**src/rtl/fft_frame_scheduler.sv**
```systemverilog
// Ping-pong frame scheduler between the i2s receiver and the FFT core.
// Optional build macro MONO_MIX_EN: the RAM word is (left + right) / 2 instead of left.
module fft_frame_scheduler #(
    parameter int WIDTH = 24,
    parameter int N     = 32,
    parameter int LOG2N = 5
) (
    input  logic             clk,
    input  logic             reset,
    input  logic             sample_valid,
    input  logic [WIDTH-1:0] sample_left,
    input  logic [WIDTH-1:0] sample_right,
    input  logic             fft_done,
    input  logic             clear_overrun,
    output logic             wr_en,
    output logic             wr_bank,
    output logic [LOG2N-1:0] wr_addr,
    output logic [WIDTH-1:0] wr_data,
    output logic             fft_start,
    output logic             fft_bank,
    output logic             fft_busy,
    output logic             overrun,
    output logic [15:0]      frame_count
);

    typedef enum logic {FILLING, STALLED} wr_state_t;
    typedef enum logic {IDLE, BUSY} fft_state_t;

    wr_state_t        wr_state, wr_state_nxt;
    fft_state_t       fft_state, fft_state_nxt;
    logic [LOG2N-1:0] addr;
    logic             cur_bank;
    logic             issue_q;
    logic             issue_bank_q;
    logic [WIDTH-1:0] mix_data;

    logic accept, last, drop, fft_free, issue_now;

`ifdef MONO_MIX_EN
    logic [WIDTH:0] mix_sum;
    assign mix_sum  = {sample_left[WIDTH-1], sample_left} + {sample_right[WIDTH-1], sample_right};
    assign mix_data = mix_sum[WIDTH:1];
`else
    logic unused_right;
    assign unused_right = ^sample_right;
    assign mix_data     = sample_left;
`endif

    always_comb begin
        accept        = (wr_state == FILLING) && sample_valid;
        last          = accept && (addr == LOG2N'(N - 1));
        drop          = (wr_state == STALLED) && sample_valid;
        fft_free      = (fft_state == IDLE) || fft_done;
        // A completed bank goes out as soon as the FFT is free; a stalled bank waits for done.
        issue_now     = (last && fft_free) || ((wr_state == STALLED) && fft_done);
        wr_state_nxt  = wr_state;
        fft_state_nxt = fft_state;
        case (wr_state)
            FILLING: if (last && !fft_free) wr_state_nxt = STALLED;
            STALLED: if (fft_done)          wr_state_nxt = FILLING;
            default: wr_state_nxt = FILLING;
        endcase
        case (fft_state)
            IDLE:    if (issue_q)  fft_state_nxt = BUSY;
            BUSY:    if (fft_done) fft_state_nxt = IDLE;
            default: fft_state_nxt = IDLE;
        endcase
    end

    always_ff @(posedge clk or negedge reset) begin
        if (!reset) begin
            wr_state  <= FILLING;
            fft_state <= IDLE;
        end else begin
            wr_state  <= wr_state_nxt;
            fft_state <= fft_state_nxt;
        end
    end

    always_ff @(posedge clk or negedge reset) begin
        if (!reset) begin
            addr         <= '0;
            cur_bank     <= 1'b0;
            issue_q      <= 1'b0;
            issue_bank_q <= 1'b0;
            wr_en        <= 1'b0;
            wr_bank      <= 1'b0;
            wr_addr      <= '0;
            wr_data      <= '0;
            fft_start    <= 1'b0;
            fft_bank     <= 1'b0;
            overrun      <= 1'b0;
            frame_count  <= '0;
        end else begin
            wr_en     <= accept;
            issue_q   <= issue_now;
            fft_start <= issue_q;
            if (accept) begin
                addr    <= addr + 1'b1;
                wr_addr <= addr;
                wr_bank <= cur_bank;
                wr_data <= mix_data;
            end
            if (issue_now) begin
                issue_bank_q <= cur_bank;
                cur_bank     <= ~cur_bank;
            end
            if (issue_q) begin
                fft_bank    <= issue_bank_q;
                frame_count <= frame_count + 16'd1;
            end
            if (drop)
                overrun <= 1'b1;
            else if (clear_overrun)
                overrun <= 1'b0;
        end
    end

    assign fft_busy = (fft_state == BUSY);

endmodule

```
**config.mk**
```make
export PLATFORM = sky130hd
export DESIGN_NAME = fft_frame_scheduler
export DESIGN_NICKNAME = d
export VERILOG_FILES = /design/src/rtl/fft_frame_scheduler.sv
export SDC_FILE = /design/constraint.sdc
export NUM_CORES = 1
export LEC_CHECK = 0
export ABC_AREA = 1
export CAP_MARGIN = 10
export CORE_MARGIN = 2
export CORE_UTILIZATION = 35
export DETAILED_ROUTE_END_ITERATION = 10
export PLACE_DENSITY_LB_ADDON = 0.3
export SYNTH_ARGS = -nofsm -noshare
export SYNTH_HDL_FRONTEND = slang
export SYNTH_SLANG_ARGS = --single-unit
export TNS_END_PERCENT = 1
```
**constraint.sdc**
```tcl
create_clock -name clk -period 1.64 [get_ports clk]
set_input_delay 0.246 -clock clk [delete_from_list [all_inputs] [get_ports clk]]
set_output_delay 0.246 -clock clk [all_outputs]
set_load 0.05 [all_outputs]
```
==> impl_results.md, run 1 <==
- DR iter-0 viols: 68
- Detailed Route WL: around 5300 um
- Drt pass-1 iters: 4
- Top Metal Used: met4
- Rows: 30
- Max stage delay on crit path: between 400 and 500 ps
- Via/cell ratio: between 4 and 5
- CP startpoint kind: flop
- Post-synthesis cell area: 2481 um^2
- Critical path buffers and inverters: 0
- # IOs: 104
- Max Cap Violations: 0
- Hold Buf Count CTS: 1
- Share of layout cells above drive strength 1: 23.69%
- CTS tree: yes
- Slew Limit Fails: 0
- DRC viols: 0
- Final-report setup violation count: 0
- Max IR drop VDD: 0.7067 mV
- Met3 wire len: 349 um
- Slew HR: 53.74%
- Beginning of the worst hold path: sample_left[3]
- Largest net degree at the start of global routing: 36
- EDFF count, synth: 0
- First-pass GRT wire length: 8832 um
- Status: finished, final reports clean
- Post-route ant nets: 0
- Final WS setup: 242.6 ps
- Critical path's most frequent cell: nand2_1
- Origin of the critical flop-to-flop path: addr[0]
- DR WL/cell: 11.44 um
- CTS Buf Count: 9
- Most common cell in the synthesized netlist: nand2_1
- GPL Wtd Cong: 0.8548
- Area contributors post-synth: dfrtp_1 61%, nand2_1 19%, xor2_1 4.6%, inv_1 2.3%, nor2_1 2.0%
- CP max stage cell: dfrtp_1
- Cell count after placement: 442
- CP Capture Type: flop
- #FFs+latches synth: 60
- Vias in the first global route: 1,982
- Data arrival time of the critical path: 1650 ps
- Gate Count Post-Synth: 267
- Clock transition at path regs: 70 ps
- Post-layout min period: 1397 ps
- IO buf count: 79
- Final Cycle Share: between 80% and 90%
- Die Wd: about 88 um
- Dpl cell area: 3308 um^2
- Non-filler cells, final: 459
- WL met1: between 2000 and 2500 um
- Warnings, synthesis: 0
- Crit path max-delay family: flip-flops
- Gr ovfl total: 0
- Clock latency on the worst-skew pair: approximately 330 ps
- Seq/Total Area, Yosys: 60.51%
- Worst-Margin Slew: slightly below 700 ps
- Syn nets: 323
- CTS sink cnt: 60
- RSZ-0062 raised after global routing: no
- Vias: 1,984
- Synth cell types: 19
- Ys flop type: dfrtp_1
- Total core area: 6832 um^2
- Fmax: 715.6 MHz
- Total GRT Usage: 15.03%
- Post-cts sizing count: 0
- Synth-to-layout area growth: 40.29%
- Met2 WL: ~2500 um
- Clock Path Buffers: 2
- WP data required: ~1900 ps
- Hold_ws: 444.5 ps
- Pwr dens: 1218 nW/um^2
- DIE HEIGHT: between 80 and 90 um
- Die area: 7778 um^2
- Critical path class: flop to flop
- Finished Core Util: between 50% and 60%
- CP cell instances: ha_1 -> nand2_1 -> nor2_1 -> ha_1 -> nand2_1 -> nand2_1 -> nand2_1 -> xor2_1
- Starting density of the core: 36.32%
- Root buffer cell: clkbuf_8
- Pwr Total: 4.240 mW
- Final Hold Viols: 0
- Tightest Hold Check Type: input port to flop
- Ys async rst share: 100.0%
- Commonest cells post-synth: 124 x nand2_1, 60 x dfrtp_1, 15 x inv_1
- Avg Synthesized Cell Area: 9.293 um^2
- Critical path origin: addr[0]
- Final net count: just over 400
- Clk_skew: 8.295 ps
- Post-route cell area: roughly 3500 um^2
- Leakage: roughly 1.9 nW
- # Post-CTS Setup Buffers: 0
- Setup TNS: 0 ps
- Yosys top cell area share: 60.51%
- Initial antenna violation count: 0
- H-Tree Depth: 3
- Crit-path max FO: 4
- Dominant cell type by area after synthesis: dfrtp_1
- Ant diodes: 0
- HPWL Detailed: 3774 um
- Place WS: 13.16 ps
[worst register-to-register path, stage by stage (launching register included)]
cell	delay [ps]
dfrtp_1	420
ha_1	230
nand2_1	70
nor2_1	40
ha_1	160
nand2_1	80
nand2_1	50
nand2_1	120
xor2_1	150
[logic make-up (layout without fill, tap and decap cells)]
family | count (synthesis) | after routing | share of synthesized area (%)
flops | 60 | 60 | 60.51
simple gates | 155 | 155 | 25.87
fa+ha+maj | 3 | 3 | 1.513
compound gates | 7 | 7 | 1.513
buf+inv | 24 | 120 | 4.236
xor+xnor | 18 | 18 | 6.354
[power by group]
part,switching (mW),total [mW],internal [mW]
Sequential,0.147,1.86,1.71
Combinational,0.826,1.26,0.438
Clock,0.531,1.12,0.587
Total,1.50,4.24,2.74
[area by class of cell]
class,count,area (um^2)
Tap cell,96,120.1
Clock buffer,14,152.6
Fill cell,672,3351
Sequential cell,60,1501
Multi-Input combinational cell,183,874.6
Inverter,17,63.81
Timing Repair Buffer,87,758.2
Clock inverter,2,10.01
[sequential cells by signal, summed over array words and instances (netlist names), 5 cells and up]
| signal | count |
|---|---|
| addr | 5 |
| wr_data | 24 |
| frame_count | 16 |
| wr_addr | 5 |
[cells in the final DEF (no fill, tap or decap)]
cell and count:
nand2_2 4, nand4_1 1, ha_1 3, nand2_1 124
o22ai_1 2, dlygate4sd3_1 1, clkbuf_8 10, nor2_2 5
inv_2 2, nand2_4 1, buf_4 55, nor2_4 3
clkbuf_1 4, o21ai_1 2, xnor2_1 5, buf_2 1
dfrtp_1 60, clkinv_2 2, buf_12 3, inv_1 15
nand3_1 4, o21ai_0 3, nor2_1 13, xor2_1 13
clkdlybuf4s50_1 27
[per-layer routing]
layer	track usage [%]	vias up
met2	24.06	56
li1	-	988
met5	0	-
met1	18.02	936
met4	4.821	0
met3	7.069	4
[worst paths after layout]
kind	endpoint	slack (ps)	cells past startpoint
max reg2reg	cur_bank	240	8
min	wr_data[3]	440	3
min reg2reg	wr_data[5]	480	2
max	cur_bank	240	8
min in group asynchronous	frame_count[14]	500	2
max in group asynchronous	addr[4]	600	3
No activity file was read; power rests on OpenSTA's default activity.
==> run 2, diff against run 1 <==
Settings changed: HOLD_SLACK_MARGIN set to 0.12, MAX_ROUTING_LAYER set to met4.
==> impl_results.md, run 2 (same netlist as run 1, synthesis figures left out) <==
- Status: finished, final reports clean
- Clock latency on the worst-skew pair: 330 ps (about the same)
- Final Hold Viols: 0 (unchanged)
- Top Metal Used: met4
- # Post-CTS Setup Buffers: 0 (unchanged)
- Final-report setup violation count: 0 (unchanged)
- Post-route cell area: 3481 um^2 (unchanged)
- Vias: 1,984 (unchanged)
- Critical path buffers and inverters: 0 (unchanged)
- HPWL Detailed: 3774 um (unchanged)
- Worst hold path depth: 3 (unchanged)
- GPL Wtd Cong: 0.8684 (+1.6%)
- CTS tree: yes
- Gr ovfl total: 0 (unchanged)
- Synth-to-layout area growth: 40.29% (unchanged)
- Register-to-register setup slack: 240 ps (about the same)
- Total GRT Usage: 15.50% (+0.47 points)
- Max Cap Violations: 0 (unchanged)
- Hold Buf Count CTS: 1 (unchanged)
- Critical path class: flop to flop
- Commonest non-fill, non-tap cell in the layout: nand2_1
- Max IR drop VDD: 0.7070 mV (about the same)
- WL met1: 2352 um (+0.43%)
- CP startpoint kind: flop
- Worst R2R Path Depth: 8 (unchanged)
- Ant diodes: 0 (unchanged)
- Crit path max-delay family: flip-flops
- Post-cts sizing count: 0 (unchanged)
- CP cell instances: ha_1 -> nand2_1 -> nor2_1 -> ha_1 -> nand2_1 -> nand2_1 -> nand2_1 -> xor2_1
- Origin of the critical flop-to-flop path: addr[0]
- Share of layout cells above drive strength 1: 23.69% (unchanged)
- Rows: 30 (unchanged)
- CP max stage cell: dfrtp_1
- Crit-path max FO: 4 (unchanged)
- Slew HR: 53.75% (about the same)
- Hold path endpoint: wr_data[3]
- Via/cell ratio: 4.322 (unchanged)
- DRC viols: 0 (unchanged)
- Met2 WL: 2505 um (unchanged)
- Die area: 7778 um^2 (unchanged)
- Commonest cells after routing, fill and taps aside: 124 x nand2_1, 60 x dfrtp_1, 55 x buf_4
- Pwr Total: 4.241 mW (about the same)
- Max reg flops: 24 (unchanged)
- Top reg by flops: wr_data
- CTS Buf Count: 9 (unchanged)
- Top Registers: wr_data x24, frame_count x16
- Starting density of the core: 36.32% (unchanged)
- Beginning of the worst hold path: sample_left[3]
- Cell count after placement: 442 (unchanged)
- Pwr dens: 1218 nW/um^2 (about the same)
- Post-route ant nets: 0 (unchanged)
- Total core area: 6832 um^2 (unchanged)
- Dpl cell area: 3308 um^2 (unchanged)
- DIE HEIGHT: 88.20 um (unchanged)
- # IOs: 104 (unchanged)
- Worst-Margin Slew: 693.8 ps (-0.03511 ps)
- Critical path's most frequent cell: nand2_1
- Slew Limit Fails: 0 (unchanged)
- First-pass GRT wire length: 8832 um (unchanged)
- Finished Core Util: 50.95% (unchanged)
- Max stage delay on crit path: 420 ps (about the same)
- Clock Path Buffers: 2 (unchanged)
- Fmax: 715.6 MHz (unchanged)
- Vias in the first global route: 1,982 (unchanged)
- DR iter-0 viols: 68 (unchanged)
- Largest net degree at the start of global routing: 36 (unchanged)
- IO buf count: 79 (unchanged)
- Tightest Hold Check Type: input port to flop
- Drt pass-1 iters: 4 (unchanged)
- Final net count: 414 (unchanged)
- DR WL/cell: 11.44 um (unchanged)
- Final Cycle Share: 85.21% (about the same)
- Post-layout min period: 1397 ps (-0.001000 ps)
- Met3 wire len: 339 um (-2.9%)
- CP Capture Type: flop
- Initial antenna violation count: 0 (unchanged)
- Die Wd: 88.20 um (unchanged)
- Root buffer cell: clkbuf_8
- Setup TNS: 0 ps (unchanged)
- Non-filler cells, final: 459 (unchanged)
- Data arrival time of the critical path: 1650 ps (about the same)
- RSZ-0062 raised after global routing: no
- Leakage: 1.850 nW (unchanged)
- WP data required: 1890 ps (about the same)
- CTS sink cnt: 60 (unchanged)
- H-Tree Depth: 3 (unchanged)
- Clock transition at path regs: 70 ps (about the same)
- Reg2reg end: cur_bank
- Clk_skew: 8.295 ps (-0.0001400 ps)
- Detailed Route WL: 5251 um (unchanged)
[run 2: worst max-delay path by stage]
stage / from / slack (ps) / cells past startpoint / endpoint
6_report: addr[0] / 240 / 8 / cur_bank
5_1_grt: addr[0] / 70 / 8 / cur_bank
4_1_cts: addr[0] / 220 / 8 / cur_bank
3_5_place_dp: sample_valid / 10 / 5 / wr_addr[2]
3_3_place_gp: sample_valid / 40 / 5 / wr_bank
2_1_floorplan: frame_count[0] / 90 / 6 / frame_count[14]
[run 2: metrics by stage]
stage               hold WS [ps]  setup slack [ps]
global route               437.1             65.44
floorplan                 -49.59             93.22
global placement           332.8             35.80
detailed placement         335.9             13.16
CTS                        427.8             218.2
finish                     444.2             242.6
[run 2: per-layer routing]
layer | GRT usage, % | up-vias
met5 | - | -
met4 | 4.821 | 0
met3 | 6.880 | 4
met2 | 24.06 | 56
met1 | 18.14 | 936
li1 | - | 988
[run 2: worst register-to-register path: cells and delay by family, from the launching register on]
kind                     cells  cell delay (ps)
flip-flops                   1              420
adder cells (fa/ha/maj)      2              390
AND/OR/NAND/NOR              5              360
XOR/XNOR                     1              150
[run 2: cell type report]
class,count,area [um^2]
Fill cell,672,3351
Multi-Input combinational cell,183,874.6
Clock inverter,2,10.01
Timing Repair Buffer,87,758.2
Sequential cell,60,1501
Clock buffer,14,152.6
Inverter,17,63.81
Tap cell,96,120.1
[run 2: power by group]
| group | total [mW] | internal (mW) | switching, mW |
|---|---|---|---|
| registers | 1.86 | 1.71 | 0.147 |
| clock network | 1.12 | 0.587 | 0.531 |
| logic | 1.26 | 0.438 | 0.826 |
==> run 3, diff against run 2 <==
Clock period 1.64 ns to 1.23 ns, I/O delays scaled along.
==> impl_results.md, run 3 (same netlist as run 1, synthesis figures left out) <==
- Status: finished with violations
- Violated checks: negative setup slack
- Largest net degree at the start of global routing: 61 (+69%)
- Share of layout cells above drive strength 1: 31.75% (+8.1 points)
- Critical path origin: addr[0]
- Vias: 2,015 (+1.6%)
- Max IR drop VDD: 1.074 mV (+52%)
- Final WS setup: -64.65 ps (-307.2 ps)
- Vias in the first global route: 2,127 (+7.3%)
- Post-route ant nets: 0 (unchanged)
- Commonest non-fill, non-tap cell in the layout: nand2_1
- DRC viols: 0 (unchanged)
- DIE HEIGHT: 88.20 um (unchanged)
- Die Wd: 88.20 um (unchanged)
- Final Hold Viols: 0 (unchanged)
- Final Cycle Share: 105.3% (+20 points)
- Starting density of the core: 36.32% (unchanged)
- Final net count: 429 (+3.6%)
- Post-layout min period: 1295 ps (-102.8 ps)
- Register-to-register setup slack: -60 ps (-310 ps)
- Filler cells: 557 (-17%)
- Slew Limit Fails: 0 (unchanged)
- First-pass GRT wire length: 9777 um (+11%)
- Detailed Route WL: 5676 um (+8.1%)
- GPL Wtd Cong: 0.7905 (-9.0%)
- Finished Core Util: 64.05% (+13 points)
- Clock latency on the worst-skew pair: 330 ps (about the same)
- Root buffer cell: clkbuf_8
- CTS sink cnt: 60 (unchanged)
- Synth-to-layout area growth: 76.35%
- Worst R2R Path Depth: 8 (unchanged)
- Critical path class: flop to flop
- Origin of the critical flop-to-flop path: addr[0]
- Total core area: 6832 um^2 (unchanged)
- Worst-Margin Slew: 330.1 ps (-363.7 ps)
- IO buf count: 79 (unchanged)
- Initial antenna violation count: 0 (unchanged)
- Data arrival time of the critical path: 1510 ps (-140 ps)
- Max Cap Violations: 0 (unchanged)
- Ant diodes: 0 (unchanged)
- End of the critical path: cur_bank
- Clock transition at path regs: 70 ps (about the same)
- Reg2reg end: cur_bank
- Final-report setup violation count: 3 (+3)
- Rows: 30 (unchanged)
- Setup TNS: -102.7 ps (-102.7 ps)
- Non-filler cells, final: 474 (+3.3%)
- Post-route cell area: 4375 um^2 (+26%)
- CTS tree: yes
- Crit-path max FO: 4 (unchanged)
- Pwr dens: 1583 nW/um^2 (+30%)
- # IOs: 104 (unchanged)
- H-Tree Depth: 3 (unchanged)
- Commonest cells after routing, fill and taps aside: 123 x nand2_1, 55 x buf_12, 48 x dfrtp_1
- CP startpoint kind: flop
- Slew HR: 77.99% (+24 points)
- DR WL/cell: 11.97 um (+4.7%)
- Max reg flops: 24 (unchanged)
- CP Capture Type: flop
- Pwr Total: 6.927 mW (+63%)
- WP data required: 1450 ps (-440 ps)
- Total GRT Usage: 16.96% (+1.5 points)
- Leakage: 2.129 nW (+15%)
- Tightest Hold Check Type: input port to async pin
- Drt pass-1 iters: 4 (unchanged)
- CTS Buf Count: 9 (unchanged)
- Clock Path Buffers: 2 (unchanged)
- Fmax: 772.4 MHz (+7.9%)
- Die area: 7778 um^2 (unchanged)
- Cell count after placement: 455 (+2.9%)
- RSZ-0062 raised after global routing: yes
- Gr ovfl total: 0 (unchanged)
- Dpl cell area: 4083 um^2 (+23%)
- Top reg by flops: wr_data
- Via/cell ratio: 4.251 (-1.7%)
- Top Registers: wr_data x24, frame_count x16
- DR iter-0 viols: 53 (-22%)
- HPWL Detailed: 4151 um (+10%)
- Clk_skew: 8.053 ps (-0.2424 ps)
-- run 3: where the power goes --
group | total (mW) | switching (mW) | leakage [nW] | internal [mW]
combinational | 2.29 | 1.15 | 1.27 | 1.14
clock | 2.06 | 0.747 | 0.116 | 1.31
sequential | 2.58 | 0.296 | 0.747 | 2.29
total | 6.93 | 2.19 | 2.13 | 4.73
-- run 3: per-stage QoR --
step / hold slack [ps] / setup WS [ps]
6_report: 371.5 / -64.65
3_3_place_gp: 221.8 / -152.4
4_1_cts: 369.4 / -82.78
2_1_floorplan: -111.1 / -82.11
3_5_place_dp: 216.2 / -178.4
5_1_grt: 392.1 / -198.1
-- run 3: layout make-up --
type | instances | area, um^2 | area share [%]
inverters | 17 | 63.81 | 1.458
repair buffers | 102 | 1544 | 35.29
multi-input cells | 183 | 894.6 | 20.45
flip-flops and latches | 60 | 1516 | 34.66
well taps | 96 | 120.1 | 2.745
clock inverters | 3 | 67.56 | 1.544
clock buffers | 13 | 168.9 | 3.860
-- run 3: worst max-delay path, cell delays in order (launching register included) --
cell,delay (ps)
dfrtp_1,360
ha_2,180
nand2_1,60
nor2_1,90
ha_1,150
nand2_1,60
nand2_1,70
nand2_2,70
xor2_1,140
-- run 3: what timing repair did --
action                                 CTS  global route
hold buffers                             1             0
endpoints found under the hold margin   60             0
buffers inserted                         2             0
pin swaps                                0             1
setup endpoints to repair                9            16
gates resized for setup                  8             2
cloned                                   0             0
-- run 3: worst min-delay path by stage --
| stage | from | end | slack [ps] |
|---|---|---|---|
| after floorplan | reset | addr[0] | -110 |
| after global placement | reset | wr_data[6] | 220 |
| after detailed placement | reset | wr_data[11] | 220 |
| after CTS | sample_left[18] | wr_data[18] | 370 |
| after global routing | sample_left[18] | wr_data[18] | 390 |
| final | reset | wr_data[11] | 370 |
-- run 3: metal layers --
metal	up-vias	track usage [%]	wire length [um]	part of all wire, %
li1	1019	-	-	-
met1	933	19.14	2407	42
met4	0	5.372	74	1.3
met2	54	28.57	2885	51
met5	-	-	0	0
met3	9	5.467	308	5.4
